**src/rtl/bus_port_pkg.sv**
```systemverilog
// Shared definitions for the bus port buffer and its neighbours.
//   cnt_w(depth) : width of an occupancy counter that can hold 0..depth.
//   ID_MSB_OFS   : width of the destination-ID field at the top of a packet.
package bus_port_pkg;

  localparam int unsigned ID_MSB_OFS = 8;

  function automatic int unsigned cnt_w(input int unsigned depth);
    return $clog2(depth + 1);
  endfunction

endpackage

```
**src/rtl/sync_fifo.sv**
```systemverilog
// Single-clock circular queue with first-word fall-through head.
// Ports:
//   clk_i, rst_i   clock, asynchronous active-high reset
//   wr_i, wdata_i  enqueue request and data
//   rd_i           dequeue request (ignored while empty)
//   ovf_clr_i      clears the sticky drop flag
//   rdata_o        head entry, forced to 0 while empty
//   full_o/empty_o occupancy flags derived from the registered count
//   count_o        occupancy
//   ovf_o          sticky flag, set when a write is dropped
module sync_fifo
  import bus_port_pkg::*;
#(
  parameter int unsigned pckg_sz = 16,
  parameter int unsigned depth   = 8
) (
  input  logic                      clk_i,
  input  logic                      rst_i,
  input  logic                      wr_i,
  input  logic [pckg_sz-1:0]        wdata_i,
  input  logic                      rd_i,
  input  logic                      ovf_clr_i,
  output logic [pckg_sz-1:0]        rdata_o,
  output logic                      full_o,
  output logic                      empty_o,
  output logic [cnt_w(depth)-1:0]   count_o,
  output logic                      ovf_o
);

  localparam int unsigned PtrW = $clog2(depth);
  localparam int unsigned CntW = cnt_w(depth);

  logic [pckg_sz-1:0] mem_q [depth];
  logic [PtrW-1:0]    rd_ptr_q, rd_ptr_d;
  logic [PtrW-1:0]    wr_ptr_q, wr_ptr_d;
  logic [CntW-1:0]    count_q, count_d;
  logic               ovf_q, ovf_d;
  logic               wr_ok, rd_ok, drop;

  assign full_o  = (count_q == CntW'(depth));
  assign empty_o = (count_q == '0);

  // A read frees a slot in the same cycle, so a write while full still fits if a read
  // is happening. A read while empty is ignored, even alongside a write.
  assign rd_ok = rd_i & ~empty_o;
  assign wr_ok = wr_i & (~full_o | rd_i);
  assign drop  = wr_i & full_o & ~rd_i;

  always_comb begin
    rd_ptr_d = rd_ptr_q;
    wr_ptr_d = wr_ptr_q;
    count_d  = count_q;
    if (rd_ok) rd_ptr_d = rd_ptr_q + 1'b1;
    if (wr_ok) wr_ptr_d = wr_ptr_q + 1'b1;
    if (wr_ok && !rd_ok)      count_d = count_q + CntW'(1);
    else if (rd_ok && !wr_ok) count_d = count_q - CntW'(1);
    // A drop in the same cycle as a clear keeps the flag set.
    if (drop)           ovf_d = 1'b1;
    else if (ovf_clr_i) ovf_d = 1'b0;
    else                ovf_d = ovf_q;
  end

  always_ff @(posedge clk_i or posedge rst_i) begin
    if (rst_i) begin
      rd_ptr_q <= '0;
      wr_ptr_q <= '0;
      count_q  <= '0;
      ovf_q    <= 1'b0;
    end else begin
      rd_ptr_q <= rd_ptr_d;
      wr_ptr_q <= wr_ptr_d;
      count_q  <= count_d;
      ovf_q    <= ovf_d;
    end
  end

  // Storage has no reset; the zero-when-empty head hides stale contents.
  always_ff @(posedge clk_i) begin
    if (wr_ok) mem_q[wr_ptr_q] <= wdata_i;
  end

  assign rdata_o = empty_o ? '0 : mem_q[rd_ptr_q];
  assign count_o = count_q;
  assign ovf_o   = ovf_q;

endmodule

```
**src/rtl/bus_port_fifo.sv**
```systemverilog
// Per-driver port buffer between a host agent and the bus arbiter.
// TX queue: host writes (wr_en/wr_data), arbiter sees pndng/D_pop and consumes with pop.
// RX queue: arbiter delivers with push/D_push, host reads rd_data and consumes with rd_en.
// Status: tx_full, tx_count, rx_empty, rx_count, sticky tx_ovf/rx_ovf cleared by ovf_clr.
// Port names follow the bus generator's existing naming.
module bus_port_fifo
  import bus_port_pkg::*;
#(
  parameter int unsigned pckg_sz = 16,
  parameter int unsigned depth   = 8
) (
  input  logic                    clk,
  input  logic                    reset,
  input  logic                    wr_en,
  input  logic [pckg_sz-1:0]      wr_data,
  output logic                    tx_full,
  output logic [cnt_w(depth)-1:0] tx_count,
  output logic                    pndng,
  output logic [pckg_sz-1:0]      D_pop,
  input  logic                    pop,
  input  logic                    push,
  input  logic [pckg_sz-1:0]      D_push,
  input  logic                    rd_en,
  output logic [pckg_sz-1:0]      rd_data,
  output logic                    rx_empty,
  output logic [cnt_w(depth)-1:0] rx_count,
  output logic                    tx_ovf,
  output logic                    rx_ovf,
  input  logic                    ovf_clr
);

  logic tx_empty;
  logic unused_rx_full;

  sync_fifo #(
    .pckg_sz (pckg_sz),
    .depth   (depth)
  ) u_tx_fifo (
    .clk_i     (clk),
    .rst_i     (reset),
    .wr_i      (wr_en),
    .wdata_i   (wr_data),
    .rd_i      (pop),
    .ovf_clr_i (ovf_clr),
    .rdata_o   (D_pop),
    .full_o    (tx_full),
    .empty_o   (tx_empty),
    .count_o   (tx_count),
    .ovf_o     (tx_ovf)
  );

  sync_fifo #(
    .pckg_sz (pckg_sz),
    .depth   (depth)
  ) u_rx_fifo (
    .clk_i     (clk),
    .rst_i     (reset),
    .wr_i      (push),
    .wdata_i   (D_push),
    .rd_i      (rd_en),
    .ovf_clr_i (ovf_clr),
    .rdata_o   (rd_data),
    .full_o    (unused_rx_full),
    .empty_o   (rx_empty),
    .count_o   (rx_count),
    .ovf_o     (rx_ovf)
  );

  // Registered-count based, so pop never feeds back into pndng combinationally.
  assign pndng = ~tx_empty;

endmodule

```
**config.mk**
```make
export PLATFORM = sky130hd
export DESIGN_NAME = bus_port_fifo
export DESIGN_NICKNAME = d
export VERILOG_FILES = /design/src/rtl/bus_port_pkg.sv /design/src/rtl/sync_fifo.sv /design/src/rtl/bus_port_fifo.sv
export SDC_FILE = /design/constraint.sdc
export NUM_CORES = 1
export LEC_CHECK = 0
export BUFFER_PORTS_ARGS = -buffer_cell sky130_fd_sc_hd__buf_2
export CORE_MARGIN = 3
export CORE_UTILIZATION = 50
export CTS_CLUSTER_SIZE = 14
export DETAILED_ROUTE_END_ITERATION = 7
export PLACE_DENSITY_LB_ADDON = 0.2
export SYNTH_ARGS = -nofsm -noshare
export SYNTH_HDL_FRONTEND = slang
export SYNTH_SLANG_ARGS = --single-unit
```
**constraint.sdc**
```tcl
create_clock -name clk -period 3.5 [get_ports clk]
set_input_delay 0.175 -clock clk [delete_from_list [all_inputs] [get_ports clk]]
set_output_delay 0.175 -clock clk [all_outputs]
set_load 0.03 [all_outputs]
```
# Word-level counts from Yosys, hierarchy flattened

Memory sizes are Yosys's and may differ from the RTL's.
Index checks and enable logic that the tools add are counted.

Memories kept: 2
Output and inout bits: 45
Register bits: 22
Bits in writable memories: 256
Word-level logic and storage cells: 63
Input bits: 39

Bitwise logic cells: 16
Equality and inequality tests: 2
Mux-type cells: 13
Reduce and logical (&&, ||, !) cells: 14
Add/sub/neg operators: 8

Memory list:

| memory          | depth | width | rd ports | clocked after Yosys merged registers in | write ports | RTL line        | source |
|---|---|---|---|---|---|---|---|
| u_rx_fifo.mem_q | 8     | 16    | 1        | 0                                       | 1           | sync_fifo.sv:33 | `logic [pckg_sz-1:0] mem_q [depth];` |
| u_tx_fifo.mem_q | 8     | 16    | 1        | 0                                       | 1           | sync_fifo.sv:33 |  |

Operator list:

| cell                                                               | number |
|---|---|
| 16-bit 2-to-1 mux                                                  | 2 |
| 4-bit 2-to-1 mux                                                   | 4 |
| 3-bit by 1-bit adder with 3-bit output, second input constant      | 4 |
| 4-bit by 1-bit adder with 4-bit output, second input constant      | 2 |
| 1-bit AND                                                          | 8 |
| 4-bit equality test, second input constant                         | 2 |
| 4-bit zero test                                                    | 2 |
| 2-bit nonzero test                                                 | 4 |
| 4-bit by 1-bit subtractor with 4-bit output, second input constant | 2 |
| 1-bit 2-to-1 mux                                                   | 7 |
| 1-bit NOT                                                          | 6 |
| 1-bit logical AND                                                  | 4 |
| 1-bit zero test                                                    | 4 |
| 1-bit OR                                                           | 2 |

# Logic depth before layout (Yosys ltp)

Depth in word-level cells: 8
Depth in mapped cells: 10

# Hierarchy

Synthesis repeated with hierarchy kept, for this count alone.

Cells, all modules: 513
Area total of the unflattened synthesis: 10989.3 µm²

Modules (own cells, without submodules):

| module        | cells an instance | area each (µm²) | times used |
|---|---|---|---|
| sync_fifo     | 256               | 5492.8          | 2 |
| bus_port_fifo | 1                 | 3.8             | 1 |

# Least setup slack after synthesis

No wires, ideal clock.

Path kind: register to register
Start point: register u_rx_fifo.count_q[0], in the netlist u_rx_fifo.count_o[0]
End point: memory u_rx_fifo.mem_q[0][0] (enable)
Cell stages (with the launch flop): 5
Library setup time: 430 ps
Arrival time: 2673 ps
Slack: 396 ps
Cells stage by stage: dfrtp_1 -> or3_1 -> clkbuf_1 -> o21ai_2 -> nor4_1

Word-level cells in the longest chain between the ends: 6

Ends and longest elaborated chain:

| item                                   | RTL line        | source |
|---|---|---|
| from (decl)                            | sync_fifo.sv:36 | `logic [CntW-1:0] count_q, count_d;` |
| from (signal assigned)                 | sync_fifo.sv:72 | `count_q <= count_d;` |
| 4-bit equality test                    | sync_fifo.sv:40 | `assign full_o = (count_q == CntW'(depth));` |
| 1-bit NOT                              | sync_fifo.sv:46 | `assign wr_ok = wr_i & (~full_o \| rd_i);` |
| 1-bit OR                               | sync_fifo.sv:46 |  |
| 1-bit AND                              | sync_fifo.sv:46 |  |
| 1-bit 2-to-1 mux                       | sync_fifo.sv:79 | `if (wr_ok) mem_q[wr_ptr_q] <= wdata_i;` |
| 1-bit 2-to-1 mux (not written as such) | sync_fifo.sv:79 |  |
| to (decl)                              | sync_fifo.sv:33 |  |

Every way passes these cells.

# Worst setup path in the final report

Start point: register u_tx_fifo.count_q[0], in the netlist u_tx_fifo.count_o[0]
End point: register u_tx_fifo.count_q[3], in the netlist u_tx_fifo.count_o[3]

Word-level cells in the longest chain between the ends: 7
Elaborated cells between the ends (all ways): 16
Classes of those cells: add/sub: 2; eq/ne: 1; mux: 2; bitwise: 5; reduce/logical: 6

Ends and longest elaborated chain:

| item                                | RTL line        | source |
|---|---|---|
| from (decl)                         | sync_fifo.sv:36 |  |
| from (signal assigned)              | sync_fifo.sv:72 |  |
| 4-bit equality test (*)             | sync_fifo.sv:40 |  |
| 1-bit NOT (*)                       | sync_fifo.sv:46 |  |
| 1-bit OR (*)                        | sync_fifo.sv:46 |  |
| 1-bit AND (*)                       | sync_fifo.sv:46 |  |
| via u_tx_fifo.wr_ok                 | sync_fifo.sv:38 | `logic wr_ok, rd_ok, drop;` |
| 1-bit zero test                     | sync_fifo.sv:56 | `else if (rd_ok && !wr_ok) count_d = count_q - CntW'(1);` |
| 1-bit logical AND                   | sync_fifo.sv:56 |  |
| 2-bit nonzero test (no source line) | -               |  |

Mark *: on every way through the listed nets, which the timed path passes. The rest lies on a longest branch. The select of a mux whose other input is x is not followed.
A chain may end at the register's enable or synchronous reset.

==> metrics list <==
* Reg2Reg Launch Point: u_tx_fifo.count_o[0]
- For this design, the sink count on the clock tree is 278.
* Post-synth cell types: 36
- In the post-route analysis, the smallest setup slack over all paths is around 0.26 ns.
- Per-cell via count in the routed design: 5.683
* PD cells: between 800 and 900 nW/um2
- Yosys printed 0 warnings.
- Clock-pin slew of the registers on the worst-case setup and hold paths: about 0.060 ns
* Wire length of the first global-routing pass: between 30000 and 40000 um
- The synthesized design spends more area on one cell type than any other, namely sky130_fd_sc_hd__edfxtp_1.
- Proportion of register bits with asynchronous set or reset after synthesis: 0.07914
- Die Height: around 150 um
- Total Power: approximately 12000 uW
* Gate count of the mapped netlist: about 510
* Clock tree from TritonCTS: done
- For this run, the post-layout net count is 707.
* Biggest fanout along the worst timing path: 7
* Worst endpoint required time: between 3 and 4 ns
- On the critical path, the stage with the largest delay is an instance of sky130_fd_sc_hd__or4b_1.
- Worst path cell trace: or4b_1, o21ai_4, inv_1, ha_1, inv_1, ha_1, or4_1, nand3_1, o221ai_1
- Setup repair after global routing missed its margin: no
- Final Setup Violations: 0
* GR Util All Layers: 0.1818
* Filler cell count in the final layout: 1484
* Detailed-route DRC error count: 0
- Buffers inserted during clock tree synthesis total 28.
- VDD IR-drop max: approximately 0.60 mV
* Total negative slack for setup checks: 0 ns
- The tightest hold path in the finished design has a slack of about 0.046 ns.
* Number of pins exceeding their max-slew limit in the final report: 0
- For this design the static power due to leakage is about 0.0045 uW.
- Area enclosed by the die boundary: between 20000 and 25000 um2
- Clk_lat worst skew: 0.52 ns
- Deepest clock path buffer count: 3
* EDFF count, synth: about 260
* Top Ports: 84
- Dividing the detail-routed wire length by the instance count gives about 22 um.
- The wire-length estimate of the detail-placed layout is between 10000 and 15000 um.
- Element type at the critical path end: flip-flop
- Utilization of the core after routing: 0.6124
- Count of cells along the worst hold path: 4
- Starting density of the core: 0.5137
- Minimum period implied by the final worst setup slack: between 3 and 4 ns
* Port Buf Inserts: between 80 and 90
- The core region is 21290 um2.
- Post-synthesis sequential area ratio: 0.7534
* Number of antenna violations at the first check in global routing: 0
- Data on the critical path arrives at its endpoint at 3.63 ns.
- Headroom to the max-slew limit: 0.3175
- CTS built an H-tree with a depth of 1.
* Critical register-to-register path endpoint: u_tx_fifo.count_o[3]
* Hold Crit Class: primary input to flip-flop
- Net count after synthesis: between 500 and 600
- Counting cells, the worst reg-to-reg path comes to 9.
- Across the run, the number of max-cap violations was 0.
* Worst reg-to-reg setup slack: roughly 0.26 ns
- The run finished with clean final reports.
- Maximum clock rate: between 0.3 and 0.4 GHz
- The detailed router placed around 5400 vias in this run.
* DR pass1 iterations: 4
- Chip width: approximately 150 um
- DRT Wirelength: 21350 um
- Synthesis inferred about 280 register bits.
- Worst-case hold path end point: u_rx_fifo.rd_ptr_q[2]
- Post-CTS Resized: 0
* Fin. Hold Viols: 0
- In the finished design, the share of the clock period the worst path needs comes to 0.9260.
* Via count of the first global-routing pass: between 6000 and 7000
* Number of diodes added for antenna fixing: 0
* P&R area growth vs syn: 19.22%
- Main synth FF type: sky130_fd_sc_hd__edfxtp_1
- Pin count of the biggest net entering global routing: 27
* Total gr overflow: 0
- Clock skew on the completed layout was measured at between 0.01 and 0.015 ns.
- The critical path is of the flip-flop to flip-flop type.
- The share of synthesized area in the top cell type comes to 0.7031.
- The count of nets left with antenna violations once routing finished came out at 0.
* Top cells by area in the synthesized netlist: sky130_fd_sc_hd__edfxtp_1, sky130_fd_sc_hd__mux4_2, sky130_fd_sc_hd__dfrtp_1
- FP Rows: 53
- At the end of routability-driven placement, the weighted congestion stood at about 0.79.
- For the pin with the worst max-slew slack, the measured transition is between 1 and 1.5 ns.
- Of the cells placed in the final design, the portion with a size suffix greater than 1 is 0.3299.
- Synth Cell Area: around 11000 um2
- Detailed router's first-iteration violation count: between 200 and 300
- Root buffer cell: sky130_fd_sc_hd__clkbuf_16
* Startpoint types: flip-flop
- Synthesized area per cell: 21.31 um2
- Worst Min Path Start: rd_en
* CP peak stage delay: between 0.6 and 0.7 ns
- Before CTS, the worst setup slack after placement is approximately 0.31 ns.
-- per-layer routing --
metal,GRT usage,routed length (um)
met2,0.3292,11410
met5,0,0
met3,0.02955,1110
met4,0.04710,533
met1,0.2303,8299
-- Yosys cell counts, types with 2 or more instances --
master / n
sky130_fd_sc_hd__mux2_2: 6
sky130_fd_sc_hd__ha_1: 10
sky130_fd_sc_hd__o21ai_0: 2
sky130_fd_sc_hd__inv_1: 7
sky130_fd_sc_hd__a211o_1: 2
sky130_fd_sc_hd__edfxtp_1: 256
sky130_fd_sc_hd__or3_1: 7
sky130_fd_sc_hd__mux4_2: 64
sky130_fd_sc_hd__clkbuf_1: 17
sky130_fd_sc_hd__buf_6: 4
sky130_fd_sc_hd__nand2_1: 6
sky130_fd_sc_hd__nand2b_1: 5
sky130_fd_sc_hd__buf_2: 7
sky130_fd_sc_hd__a21oi_1: 2
sky130_fd_sc_hd__o221ai_1: 2
sky130_fd_sc_hd__nor3_1: 8
sky130_fd_sc_hd__a21o_1: 2
sky130_fd_sc_hd__o211ai_1: 4
sky130_fd_sc_hd__nor2b_1: 2
sky130_fd_sc_hd__nand3b_1: 4
sky130_fd_sc_hd__nor2_1: 10
sky130_fd_sc_hd__nand3_1: 3
sky130_fd_sc_hd__nor4_1: 2
sky130_fd_sc_hd__a22o_1: 34
sky130_fd_sc_hd__mux2i_1: 2
sky130_fd_sc_hd__or4_1: 3
sky130_fd_sc_hd__fa_1: 2
sky130_fd_sc_hd__xnor2_1: 11
sky130_fd_sc_hd__dfrtp_1: 22
-- where the power goes --
group	switching [uW]	total (uW)	internal, uW	leakage (uW)
sequential	477	4700	4220	0.00259
clock	1140	2780	1640	0.000417
combinational	2350	4090	1740	0.00150
-- area by class of cell --
cell class                      instances  area [um2]  area share
Clock buffer                           33       740.7     0.05682
Clock inverter                         17       122.6    0.009406
Inverter                                7       26.28    0.002016
Multi-Input combinational cell        200        2604      0.1997
Sequential cell                       278        8240      0.6321
Tap cell                              275       344.1     0.02639
Timing Repair Buffer                  141       958.4     0.07352
-- state kept, by name (all words and copies together) (netlist names) --
name / count
u_tx_fifo.count_o: 4
u_rx_fifo.mem_q: 128
u_rx_fifo.ovf_o: 1
u_tx_fifo.mem_q: 128
u_tx_fifo.wr_ptr_q: 3
u_tx_fifo.rd_ptr_q: 3
u_rx_fifo.count_o: 4
u_rx_fifo.wr_ptr_q: 3
u_tx_fifo.ovf_o: 1
u_rx_fifo.rd_ptr_q: 3
-- cells in the final DEF (no fill, tap or decap), types with 3 or more instances in the layout --
cell type and n:
sky130_fd_sc_hd__a22o_1 34, sky130_fd_sc_hd__buf_2 83, sky130_fd_sc_hd__buf_4 19, sky130_fd_sc_hd__clkbuf_1 4, sky130_fd_sc_hd__clkbuf_16 29, sky130_fd_sc_hd__clkinv_1 12, sky130_fd_sc_hd__dfrtp_1 20, sky130_fd_sc_hd__dlygate4sd3_1 38
sky130_fd_sc_hd__edfxtp_1 256, sky130_fd_sc_hd__ha_1 10, sky130_fd_sc_hd__inv_1 7, sky130_fd_sc_hd__mux2_2 6, sky130_fd_sc_hd__mux4_2 64, sky130_fd_sc_hd__nand2_1 6, sky130_fd_sc_hd__nand2b_1 5, sky130_fd_sc_hd__nand3_1 3
sky130_fd_sc_hd__nand3b_1 4, sky130_fd_sc_hd__nor2_1 10, sky130_fd_sc_hd__nor3_2 4, sky130_fd_sc_hd__nor3_4 4, sky130_fd_sc_hd__nor4_2 3, sky130_fd_sc_hd__o211ai_1 4, sky130_fd_sc_hd__or3_1 7, sky130_fd_sc_hd__or4_1 3
sky130_fd_sc_hd__xnor2_1 11
-- worst max-delay path, delay by kind of cell, from the launching register on --
family,cells,cell delay (ns)
fa+ha+maj,2,0.59
simple gates,3,1.29
compound gates,2,0.49
flops,1,0.46
buf+inv,2,0.28
-- cells by family after synthesis --
logic type / share of synthesized area
and+or+nand+nor: 0.02735
AOI/OAI and AO/OA: 0.03914
xor gates and xnor gates: 0.009612
adders and majority gates: 0.01510
DFF: 0.7534
buffers and inverters: 0.01556
muxes: 0.1398
-- what timing repair did --
item / CTS / global route
endpoints found under the hold margin: 282 / 0
hold buffers: 38 / 0
setup buffers: 0 / 0
-- per-stage QoR --
| step | cell area [um2] | cells |
|---|---|---|
| floorplan | 10930 | 513 |
| global placement | 11790 | 863 |
| detailed placement | 11790 | 863 |
| CTS | 13040 | 951 |
| global route | 13040 | 951 |
| finish | 13040 | 951 |
-- how the worst max path moves through the flow --
stage                     slack [ns]                    end  depth (start not counted)                  from
after floorplan                 0.40  u_rx_fifo.mem_q[0][0]                          4  u_rx_fifo.count_o[0]
after CTS                       0.25   u_tx_fifo.count_o[3]                          9  u_tx_fifo.count_o[0]
final                           0.26   u_tx_fifo.count_o[3]                          9  u_tx_fifo.count_o[0]
after detailed placement        0.31   u_tx_fifo.count_o[3]                          9  u_tx_fifo.count_o[0]
after global routing            0.09   u_tx_fifo.count_o[3]                          9  u_tx_fifo.count_o[0]
after global placement          0.47   u_tx_fifo.count_o[3]                          9  u_tx_fifo.count_o[0]
(Power assumes the default switching activity.)
